**config.mk**
```make
export PLATFORM = sky130hd
export DESIGN_NAME = instr_fetch_unit
export DESIGN_NICKNAME = d
export VERILOG_FILES = /design/src/rtl/instr_fetch_unit.sv
export SDC_FILE = /design/constraint.sdc
export NUM_CORES = 1
export LEC_CHECK = 0
export BUFFER_PORTS_ARGS = -buffer_cell sky130_fd_sc_hd__buf_2
export CAP_MARGIN = 20
export CORE_UTILIZATION = 43
export CTS_BUF_LIST = sky130_fd_sc_hd__clkbuf_16
export DETAILED_ROUTE_END_ITERATION = 6
export HOLD_SLACK_MARGIN = 0.03
export PLACE_DENSITY = 0.78
export SETUP_SLACK_MARGIN = 0.3
export SLEW_MARGIN = 20
export SYNTH_ARGS = -nofsm -noshare
export SYNTH_HDL_FRONTEND = slang
export SYNTH_SLANG_ARGS = --single-unit
```
**constraint.sdc**
```tcl
create_clock -name clk_i -period 2.5 [get_ports clk_i]
set_clock_uncertainty 0.05 [all_clocks]
set_input_delay 0.125 -clock clk_i [delete_from_list [all_inputs] [get_ports clk_i]]
set_output_delay 0.125 -clock clk_i [all_outputs]
set_load 0.005 [all_outputs]
```
**src/rtl/instr_fetch_unit.sv**
```systemverilog
`default_nettype none
// ============================================================================
// Module      : instr_fetch_unit
// Description : Fetch stage. Owns the PC, reads instruction memory over a
//               req/ack handshake and holds the fetched word in a registered
//               instruction latch that feeds decode (split fields, imm16).
// Revision    : 1.0 - initial release
// ============================================================================
module instr_fetch_unit #(
  parameter logic [31:0] RESET_PC = 32'h0000_0000,
  parameter logic [31:0] PC_STEP  = 32'd4
) (
  input  logic        clk_i,
  input  logic        rst_i,
  output logic        imem_req_o,
  output logic [31:0] imem_addr_o,
  input  logic        imem_ack_i,
  input  logic [31:0] imem_data_i,
  input  logic        stall_i,
  input  logic        redirect_i,
  input  logic [31:0] redirect_pc_i,
  output logic        instr_valid_o,
  output logic [31:0] instr_o,
  output logic [31:0] pc_o,
  output logic [31:0] pc_plus4_o,
  output logic [5:0]  opcode_o,
  output logic [4:0]  rs_o,
  output logic [4:0]  rt_o,
  output logic [4:0]  rd_o,
  output logic [5:0]  funct_o,
  output logic [15:0] imm16_o
);

  localparam logic [31:0] C_WORD_MASK = 32'hFFFF_FFFC;

  typedef enum logic [1:0] {
    IDLE = 2'd0,
    REQ  = 2'd1,
    HOLD = 2'd2
  } state_t;

  state_t      state;
  logic [31:0] pc;
  logic        fetch_done;
  logic        consume;

  // A live instruction that decode is stalling on must not be overwritten,
  // so the request is withheld in that case even while in REQ.
  assign imem_req_o  = (state == REQ) && !(stall_i && instr_valid_o);
  assign imem_addr_o = pc & C_WORD_MASK;

  // An ack only counts when a request was actually outstanding.
  assign fetch_done = imem_req_o && imem_ack_i;
  assign consume    = instr_valid_o && !stall_i;

  assign pc_plus4_o = pc_o + PC_STEP;
  assign opcode_o   = instr_o[31:26];
  assign rs_o       = instr_o[25:21];
  assign rt_o       = instr_o[20:16];
  assign rd_o       = instr_o[15:11];
  assign funct_o    = instr_o[5:0];
  assign imm16_o    = instr_o[15:0];

  // Fetch state machine, PC and instruction latch; redirect overrides all.
  always_ff @(posedge clk_i or posedge rst_i) begin
    if (rst_i) begin
      state         <= IDLE;
      pc            <= RESET_PC & C_WORD_MASK;
      instr_valid_o <= 1'b0;
      instr_o       <= 32'h0000_0000;
      pc_o          <= RESET_PC;
    end else if (redirect_i) begin
      // Any ack arriving this cycle belongs to the abandoned path.
      pc            <= redirect_pc_i & C_WORD_MASK;
      instr_valid_o <= 1'b0;
      state         <= REQ;
    end else begin
      case (state)
        IDLE: begin
          state <= REQ;
        end
        REQ: begin
          if (fetch_done) begin
            instr_o       <= imem_data_i;
            pc_o          <= pc;
            instr_valid_o <= 1'b1;
            pc            <= pc + PC_STEP;
            if (stall_i) begin
              state <= HOLD;
            end
          end else if (consume) begin
            instr_valid_o <= 1'b0;
          end
        end
        HOLD: begin
          // Leaving HOLD is the cycle decode takes the held instruction.
          if (!stall_i) begin
            state         <= REQ;
            instr_valid_o <= 1'b0;
          end
        end
        default: begin
          state <= IDLE;
        end
      endcase
    end
  end

endmodule
`default_nettype wire

```
==> results of run 1 <==
-- registers in the layout (all words and copies together) (netlist names) --
register	flops
instr_o	32
pc	30
state	2
instr_valid_o	1
pc_o	30
-- worst max-delay path: stages (launching register included) --
cell and delay [ns]:
dfrtp_1 0.46, nand4_1 0.28, nor2_2 0.39, nand3_1 0.16
xnor2_1 0.19, buf_2 0.15
-- cell usage in the layout, fill, tap and decap left out, types with 9 or more instances in the layout --
cell type      count
buf_2            233
xor2_1            11
nand2_1           31
a31oi_1           19
buf_4             15
dfrtp_1           84
nand3_1           21
o21ai_0           14
clkbuf_16          9
nor2_1            23
mux2_2            63
or4_1             15
xnor2_1           24
dlygate4sd3_1     61
nand4_1           20
dfrtp_2           11
o31ai_1           15
-- cell families after synthesis --
kind of cell	Yosys count	share of synthesized area, %
AO/OA/AOI/OAI	57	7.316
AND/OR/NAND/NOR	152	16.38
other	1	0.07260
multiplexers	64	13.93
adder cells (fa/ha/maj)	2	0.4844
buffers and inverters	80	9.690
flip-flops	95	46.03
XOR/XNOR	36	6.105
-- where the power goes --
part           internal [mW]  leakage, nW  switching [mW]
Combinational          0.903         2.02           0.689
Sequential              1.85         1.09           0.412
Clock                  0.687        0.136           0.598
-- final cells by class --
cell class | instances | area (um2) | share of cell area [%]
flip-flops and latches | 95 | 2391 | 33.21
multi-input cells | 317 | 2364 | 32.83
repair buffers | 312 | 1949 | 27.08
clock buffers | 9 | 225.2 | 3.128
well taps | 143 | 178.9 | 2.485
clock inverters | 7 | 53.80 | 0.7473
inverters | 9 | 37.54 | 0.5214
-- metrics by stage --
step	cell area, um2	power (mW)
after floorplan	5187	3.071
after global placement	6178	3.683
after detailed placement	6178	3.737
after CTS	7091	5.110
after global routing	7199	5.431
final	7199	5.136
-- worst paths after layout --
check,endpoint,slack [ns],start
max,pc_plus4_o[25],0.36,pc_o[4]
min,state[1],0.05,stall_i
max reg2reg,pc[24],0.39,state[0]
min reg2reg,instr_o[9],0.48,instr_o[9]
max in group asynchronous,instr_o[12],1.66,rst_i
min in group asynchronous,instr_o[28],0.41,rst_i
-- per-layer routing --
| metal | track usage, % | vias to the layer above | routed length, um |
|---|---|---|---|
| li1 | - | 2229 | - |
| met1 | 28.28 | 2338 | 5821 |
| met4 | 11.53 | 0 | 357 |
| met5 | 0 | - | 0 |
| met2 | 42.79 | 207 | 8004 |
| met3 | 3.811 | 26 | 869 |
-- repair_timing --
action                                  CTS  global route
pin swaps                                 0             4
resized for setup                         7            15
buffers inserted                          0             9
endpoints found under the hold margin   155             0
hold buffers                             61             0
endpoints found under the setup margin   18            33
==> impl_metrics.tcl, run 1 <==
set metrics [dict create \
    status "finished, violations left" \
    violations "DRC" \
    cts_root_buf "clkbuf_16" \
    fp.dieH_um 111.6 \
    yosysSeqAreaShare_pct 46.03 \
    start_util_pct 44.66 \
    end_kind "primary output" \
    slew_headroom_pct 64.45 \
    reg2reg_depth 4 \
    yosys_warnings 0 \
    nNetsFinal 815 \
    ys_ff_latch 95 \
    grt.total_usage_pct 24.02 \
    nFillCells 918 \
    vdd_drop_max_uv 356.7 \
    cts_tree "done" \
    dr.pass1.iters 6 \
    h-tree-depth 3 \
    cp_data_arrival_time_ns 1.97 \
    place_inst 806 \
    syn_inst 487 \
    ios 242 \
    die_w_um 111.6 \
    hold_class "in -> reg" \
    yosys.area.top_type "dfrtp_1" \
    p_per_area_nw_per_um2 713.4 \
    period_minus_slack_ns 2.142 \
    grt_max_degree 64 \
    crit_type "reg -> out" \
    rows 39 \
    rsz0062_at_grt "yes" \
    required_ns 2.33 \
    die_area_um2 12450 \
    hold_slack_ns 0.04863 \
    fin_util_pct 62.25 \
    vias_per_cell 5.381 \
    drtIter0Drc 253 \
    layoutNonFillerInstCount 892 \
    setup_slack_ns 0.3585 \
    wl_per_cell_um 16.88 \
    whs_path_depth 2 \
    synthTopCellsByCount "95 x dfrtp_1, 63 x mux2_2, 49 x buf_4" \
    clk_path_buf_depth 2 \
    drv_slew 0 \
    drive_gt1_share_pct 48.33 \
    fmax_ghz 0.4670 \
    grt_pass1_vias 4600 \
    postRouteAntennaNets 0 \
    synth_edf_count 0 \
    num_vias 4800 \
    start_kind "register" \
    setup_viol 0 \
    drv_cap 0 \
    p_leak_nw 3.247 \
    post-route-period-util_pct 85.66 \
    worst_pin_slew_ns 0.5327 \
    hold_violations 0 \
    cp_max_fo 8 \
    port_buffers 233 \
    numCtsBuffers 9 \
    synth_area_per_cell_um2 10.61 \
    dp_hpwl_mm 10.76 \
    overflow 0 \
    routed_wl_mm 15.05 \
    tns_ns 0 \
    ys.flop_type "dfrtp_1" \
    synth.most_common_cell "dfrtp_1" \
    synth_top_cell_area_share_pct 46.03 \
    antenna_found_initial 0 \
    gp_congestion 0.9039 \
    area_delta_synth_final_pct 39.39 \
    synth.cell_area_um2 5165 \
    synth_cell_types 48 \
    antenna_cells 0 \
    clock_latency_ns 0.33 \
    ys_async_sr_fraction_pct 100.0 \
    grt_pass1_wl_mm 23.49 \
    pre_cts_slack_ns 0.2649 \
    drc 20 \
    cts.clk_slew.worst_paths_ns 0.07 \
    core_um2 11560 \
    synthTopCellsByArea "dfrtp_1 46%, mux2_2 14%, buf_4 7.1%" \
    cts_sinks 95 \
]
Note: power is estimated with default switching activity, not from simulation.
==> run 2, diff against run 1 <==
--- a/config.mk
+++ b/config.mk
@@ -12,6 +12,7 @@
 export DETAILED_ROUTE_END_ITERATION = 6
 export HOLD_SLACK_MARGIN = 0.03
 export PLACE_DENSITY = 0.78
+export RECOVER_POWER = 50
 export SETUP_SLACK_MARGIN = 0.3
 export SLEW_MARGIN = 20
 export SYNTH_ARGS = -nofsm -noshare
==> impl_metrics.tcl, run 2 (same netlist as run 1, synthesis figures left out) <==
set metrics [dict create \
    antenna_found_initial 0 \
    grt_pass1_wl_mm 23.49 \
    fp.dieH_um 111.6 \
    grt_pass1_vias 4600 \
    postRouteAntennaNets 0 \
    dp_hpwl_mm 10.76 \
    overflow 0 \
    clk_path_buf_depth 2 \
    setup_slack_ns 0.3705 \
    cts_root_buf "clkbuf_16" \
    end_kind "primary output" \
    place_inst 806 \
    die_w_um 111.6 \
    slew_headroom_pct -10.01 \
    p_per_area_nw_per_um2 714.4 \
    rsz0062_at_grt "yes" \
    max_stage_delay_ns 0.46 \
    core_um2 11560 \
    worstPathCellList "nand4_1 -> nor2_2 -> nand3_1 -> xnor2_1 -> buf_2" \
    crit_slowest_cell "dfrtp_1" \
    clock_latency_ns 0.33 \
    p_leak_nw 3.143 \
    pre_cts_slack_ns 0.2649 \
    layoutNonFillerInstCount 892 \
    routed_wl_mm 15.00 \
    biggestRegsByFlops "instr_o x32, pc x30, pc_o x30" \
    crit_buf_inv 1 \
    mostFrequentLayoutCells "199 x buf_2, 85 x dfrtp_1, 63 x mux2_2" \
    wl_per_cell_um 16.82 \
    start_kind "register" \
    nNetsFinal 815 \
    setup_viol 0 \
    violations "DRC, capacitance limit, slew limit" \
    status "finished, violations left" \
    grt_max_degree 64 \
    rows 39 \
    hold_violations 0 \
    ios 242 \
    nFillCells 946 \
    largest-register "instr_o" \
    cts.clk_slew.worst_paths_ns 0.07 \
    cp_max_fo 8 \
    drv_slew 97 \
    grt.total_usage_pct 24.02 \
    hold_class "in -> reg" \
    cts_sinks 95 \
    path_delay_family "simple AND/OR/NAND/NOR gates" \
    dpl_cell_area_um2 6178 \
    start_util_pct 44.66 \
    design_area_um2 7137 \
    h-tree-depth 3 \
    drv_cap 2 \
    numCtsBuffers 9 \
    final_common_cell "buf_2" \
    period_minus_slack_ns 2.129 \
    largest_reg_flops 32 \
    worst_pin_slew_ns 1.650 \
    antenna_cells 0 \
    vias_per_cell 5.351 \
    port_buffers 233 \
    cts_tree "done" \
    vdd_drop_max_uv 357.6 \
    num_vias 4773 \
    crit_type "reg -> out" \
    drtIter0Drc 309 \
    post-route-period-util_pct 85.18 \
    required_ns 2.33 \
    area_delta_synth_final_pct 38.18 \
    fin_total_pwr_mw 5.098 \
    fmax_ghz 0.4696 \
    tns_ns 0 \
    die_area_um2 12450 \
    cp_data_arrival_time_ns 1.95 \
    dr.pass1.iters 7 \
    drc 20 \
    drive_gt1_share_pct 43.52 \
    gp_congestion 0.9039 \
]
## run 2: path summary, 6_finish.rpt
| kind | start | end | slack (ns) | depth (start not counted) |
|---|---|---|---|---|
| max in group asynchronous | rst_i | pc[13] | 0.50 | 4 |
| worst max register to register | state[0] | pc[24] | 0.38 | 4 |
| worst max-delay path | pc_o[4] | pc_plus4_o[25] | 0.37 | 5 |
| min in group asynchronous | rst_i | instr_o[28] | 0.88 | 4 |
| worst min-delay path | stall_i | state[1] | 0.05 | 2 |
| worst min register to register | instr_o[29] | instr_o[29] | 0.48 | 1 |
## run 2: through the flow
| stage | utilization [%] | hold WS, ns |
|---|---|---|
| final | 61.71 | 0.04851 |
| after global routing | 61.71 | 0.03683 |
| after CTS | 61.31 | 0.03338 |
| after detailed placement | 53.42 | 0.2085 |
| after global placement | 53.42 | 0.1993 |
| after floorplan | - | 0.1949 |
## run 2: metal layers
layer | track usage [%] | part of all wire, % | up-vias
met4 | 11.53 | 2.3 | 0
met2 | 42.79 | 53 | 194
met1 | 28.28 | 38 | 2324
met3 | 3.811 | 5.8 | 24
met5 | 0 | 0 | -
li1 | - | - | 2231
## run 2: timing repair
| action | 4_1_cts | 5_1_grt |
|---|---|---|
| endpoints found under the setup margin | 18 | 33 |
| resized for setup | 7 | 15 |
| pin swaps | 0 | 4 |
| setup buffers | 0 | 9 |
| hold buffers | 61 | 0 |
| hold endpoints to repair | 155 | 0 |
## run 2: final cells by class
class / count / area (um2) / share of cell area, %
clock buffers: 9 / 225.2 / 3.156
clock inverters: 7 / 53.80 / 0.7539
inverters: 9 / 37.54 / 0.5259
multi-input cells: 317 / 2364 / 33.12
flip-flops and latches: 95 / 2390 / 33.49
well taps: 143 / 178.9 / 2.507
repair buffers: 312 / 1888 / 26.46
## run 2: power by group
part           switching [mW]  total [mW]  internal (mW)
registers               0.415        2.26           1.85
logic                   0.686        1.55          0.865
clock network           0.599        1.29          0.687
==> run 3, diff against run 2 <==
--- a/config.mk
+++ b/config.mk
@@ -5,7 +5,7 @@
 export SDC_FILE = /design/constraint.sdc
 export NUM_CORES = 1
 export LEC_CHECK = 0
-export BUFFER_PORTS_ARGS = -buffer_cell sky130_fd_sc_hd__buf_2
+export BUFFER_PORTS_ARGS = -buffer_cell sky130_fd_sc_hd__clkbuf_2
 export CAP_MARGIN = 20
 export CORE_UTILIZATION = 43
 export CTS_BUF_LIST = sky130_fd_sc_hd__clkbuf_16
==> constraint.sdc (replaced) <==
create_clock -name clk_i -period 2.5 [get_ports clk_i]
set_clock_uncertainty 0.05 [all_clocks]
set_input_delay 0.125 -clock clk_i [delete_from_list [all_inputs] [get_ports clk_i]]
set_output_delay 0.125 -clock clk_i [all_outputs]
set_load 0.02 [all_outputs]
==> impl_metrics.tcl, run 3 (same netlist as run 1, synthesis figures left out) <==
set metrics [dict create \
    ff_latch_area_um2 2399 \
    hold_violations 0 \
    worstPathCellList "ha_2 -> nand3_2 -> nor3_2 -> nand4_1 -> xnor2_2 -> buf_4" \
    postRouteAntennaNets 0 \
    p_per_area_nw_per_um2 836.6 \
    hold_class "in -> reg" \
    grt_pass1_wl_mm 23.80 \
    fp.dieH_um 111.6 \
    biggestRegsByFlops "instr_o x32, pc x30, pc_o x30" \
    end_kind "primary output" \
    drv_cap 2 \
    grt_pass1_vias 4711 \
    use_met3_pct 4.300 \
    multi_input_area_um2 2384 \
    start_util_pct 44.66 \
    nFillCells 976 \
    final_common_cell "clkbuf_2" \
    fin_total_pwr_mw 5.976 \
    cts_sinks 95 \
    largest-register "instr_o" \
    drive_gt1_share_pct 38.83 \
    drtIter0Drc 304 \
    rsz0062_at_grt "yes" \
    antenna_cells 0 \
    vdd_drop_max_uv 346.0 \
    grt.total_usage_pct 24.24 \
    setup_viol 0 \
    gp_congestion 0.9150 \
    design_area_um2 7143 \
    largest_reg_flops 32 \
    post-route-period-util_pct 87.35 \
    dp_hpwl_mm 10.98 \
    setup_slack_ns 0.3161 \
    p_leak_nw 3.076 \
    core_um2 11560 \
    met1_usage_pct 27.71 \
    start_kind "register" \
    tns_ns 0 \
    period_minus_slack_ns 2.184 \
    cts_tree "done" \
    dpl_cell_area_um2 6166 \
    ios 242 \
    rows 39 \
    num_vias 4844 \
    required_ns 2.33 \
    clock_latency_ns 0.34 \
    mostFrequentLayoutCells "152 x clkbuf_2, 80 x clkbuf_1, 78 x dfrtp_1" \
    pre_cts_slack_ns 0.2896 \
    die_area_um2 12450 \
    slew_headroom_pct -9.141 \
    wl_per_cell_um 17.41 \
    port_buffers 233 \
    dr.pass1.iters 7 \
    cts.clk_slew.worst_paths_ns 0.07 \
    met2_usage_pct 43.04 \
    cts_root_buf "clkbuf_16" \
    violations "DRC, capacitance limit, slew limit" \
    r2r_setup_slack_ns 0.33 \
    drv_slew 97 \
    crit_type "reg -> out" \
    clk_path_buf_depth 2 \
    crit_slowest_cell "dfrtp_2" \
    overflow 0 \
    routed_wl_mm 15.58 \
    nNetsFinal 818 \
    worst_pin_slew_ns 1.637 \
    drc 20 \
    die_w_um 111.6 \
    area_delta_synth_final_pct 38.30 \
    numCtsBuffers 9 \
    h-tree-depth 3 \
    vias_per_cell 5.412 \
    cp_data_arrival_time_ns 2.01 \
    grt_max_degree 65 \
    top_usage_layer "met2" \
    antenna_found_initial 0 \
    max_stage_delay_ns 0.40 \
    cp_max_fo 5 \
    fmax_ghz 0.4579 \
    status "finished, violations left" \
]
==> run 3: changes by cell type in the layout (fill, tap and decap cells not counted), sizes merged <==
cell,delta
bufinv,+1
clkbuf,+197
buf,-195
inv,-1
or4,+1
==> run 3: where the power goes <==
group          total [mW]  internal [mW]  switching [mW]
Sequential           2.28           1.85           0.427
Combinational        2.29          0.845            1.44
Clock                1.41          0.790           0.621
Total                5.98           3.49            2.49
==> run 3: timing repair <==
| action | in CTS | in global routing |
|---|---|---|
| pin swaps | 1 | 10 |
| buffers inserted | 3 | 8 |
| endpoints found under the hold margin | 155 | 0 |
| hold buffers | 61 | 0 |
| gates cloned | 0 | 1 |
| resized for setup | 11 | 28 |
| setup endpoints to repair | 21 | 53 |
==> run 3: worst paths after layout <==
check                                   from             end  cells past startpoint
min in group asynchronous              rst_i     instr_o[28]                      4
max reg2reg                            pc[3]          pc[24]                      5
max in group asynchronous              rst_i        pc_o[12]                      4
max                                  pc_o[2]  pc_plus4_o[18]                      6
min reg2reg                       instr_o[9]      instr_o[9]                      1
min                        redirect_pc_i[20]          pc[20]                      3
==> run 3: layout make-up <==
type / count / area share, %
multi-input cells: 318 / 33.37
inverters: 9 / 0.5255
flip-flops and latches: 95 / 33.58
well taps: 143 / 2.505
repair buffers: 314 / 25.75
clock inverters: 7 / 1.121
clock buffers: 9 / 3.153
==> run 3: per-layer routing <==
layer	vias to the layer above	share of wire, %
li1	2243	-
met1	2322	37
met2	240	52
met3	39	7.0
met4	0	3.5
met5	-	0
==> run 3: stage by stage <==
stage | util, % | cells | hold WS (ns)
floorplan | - | 492 | 0.1949
global placement | 53.32 | 806 | 0.1879
detailed placement | 53.32 | 806 | 0.2048
CTS | 61.75 | 886 | 0.03659
global route | 61.77 | 895 | 0.07454
finish | 61.77 | 895 | 0.05061
==> run 3: worst max-delay path, delay by kind of cell, from the launching register on <==
| kind | cells | cell delay [ns] |
|---|---|---|
| adders and majority gates | 1 | 0.21 |
| buffers and inverters | 1 | 0.20 |
| xor gates and xnor gates | 1 | 0.30 |
| DFF | 1 | 0.40 |
| and+or+nand+nor | 3 | 0.57 |
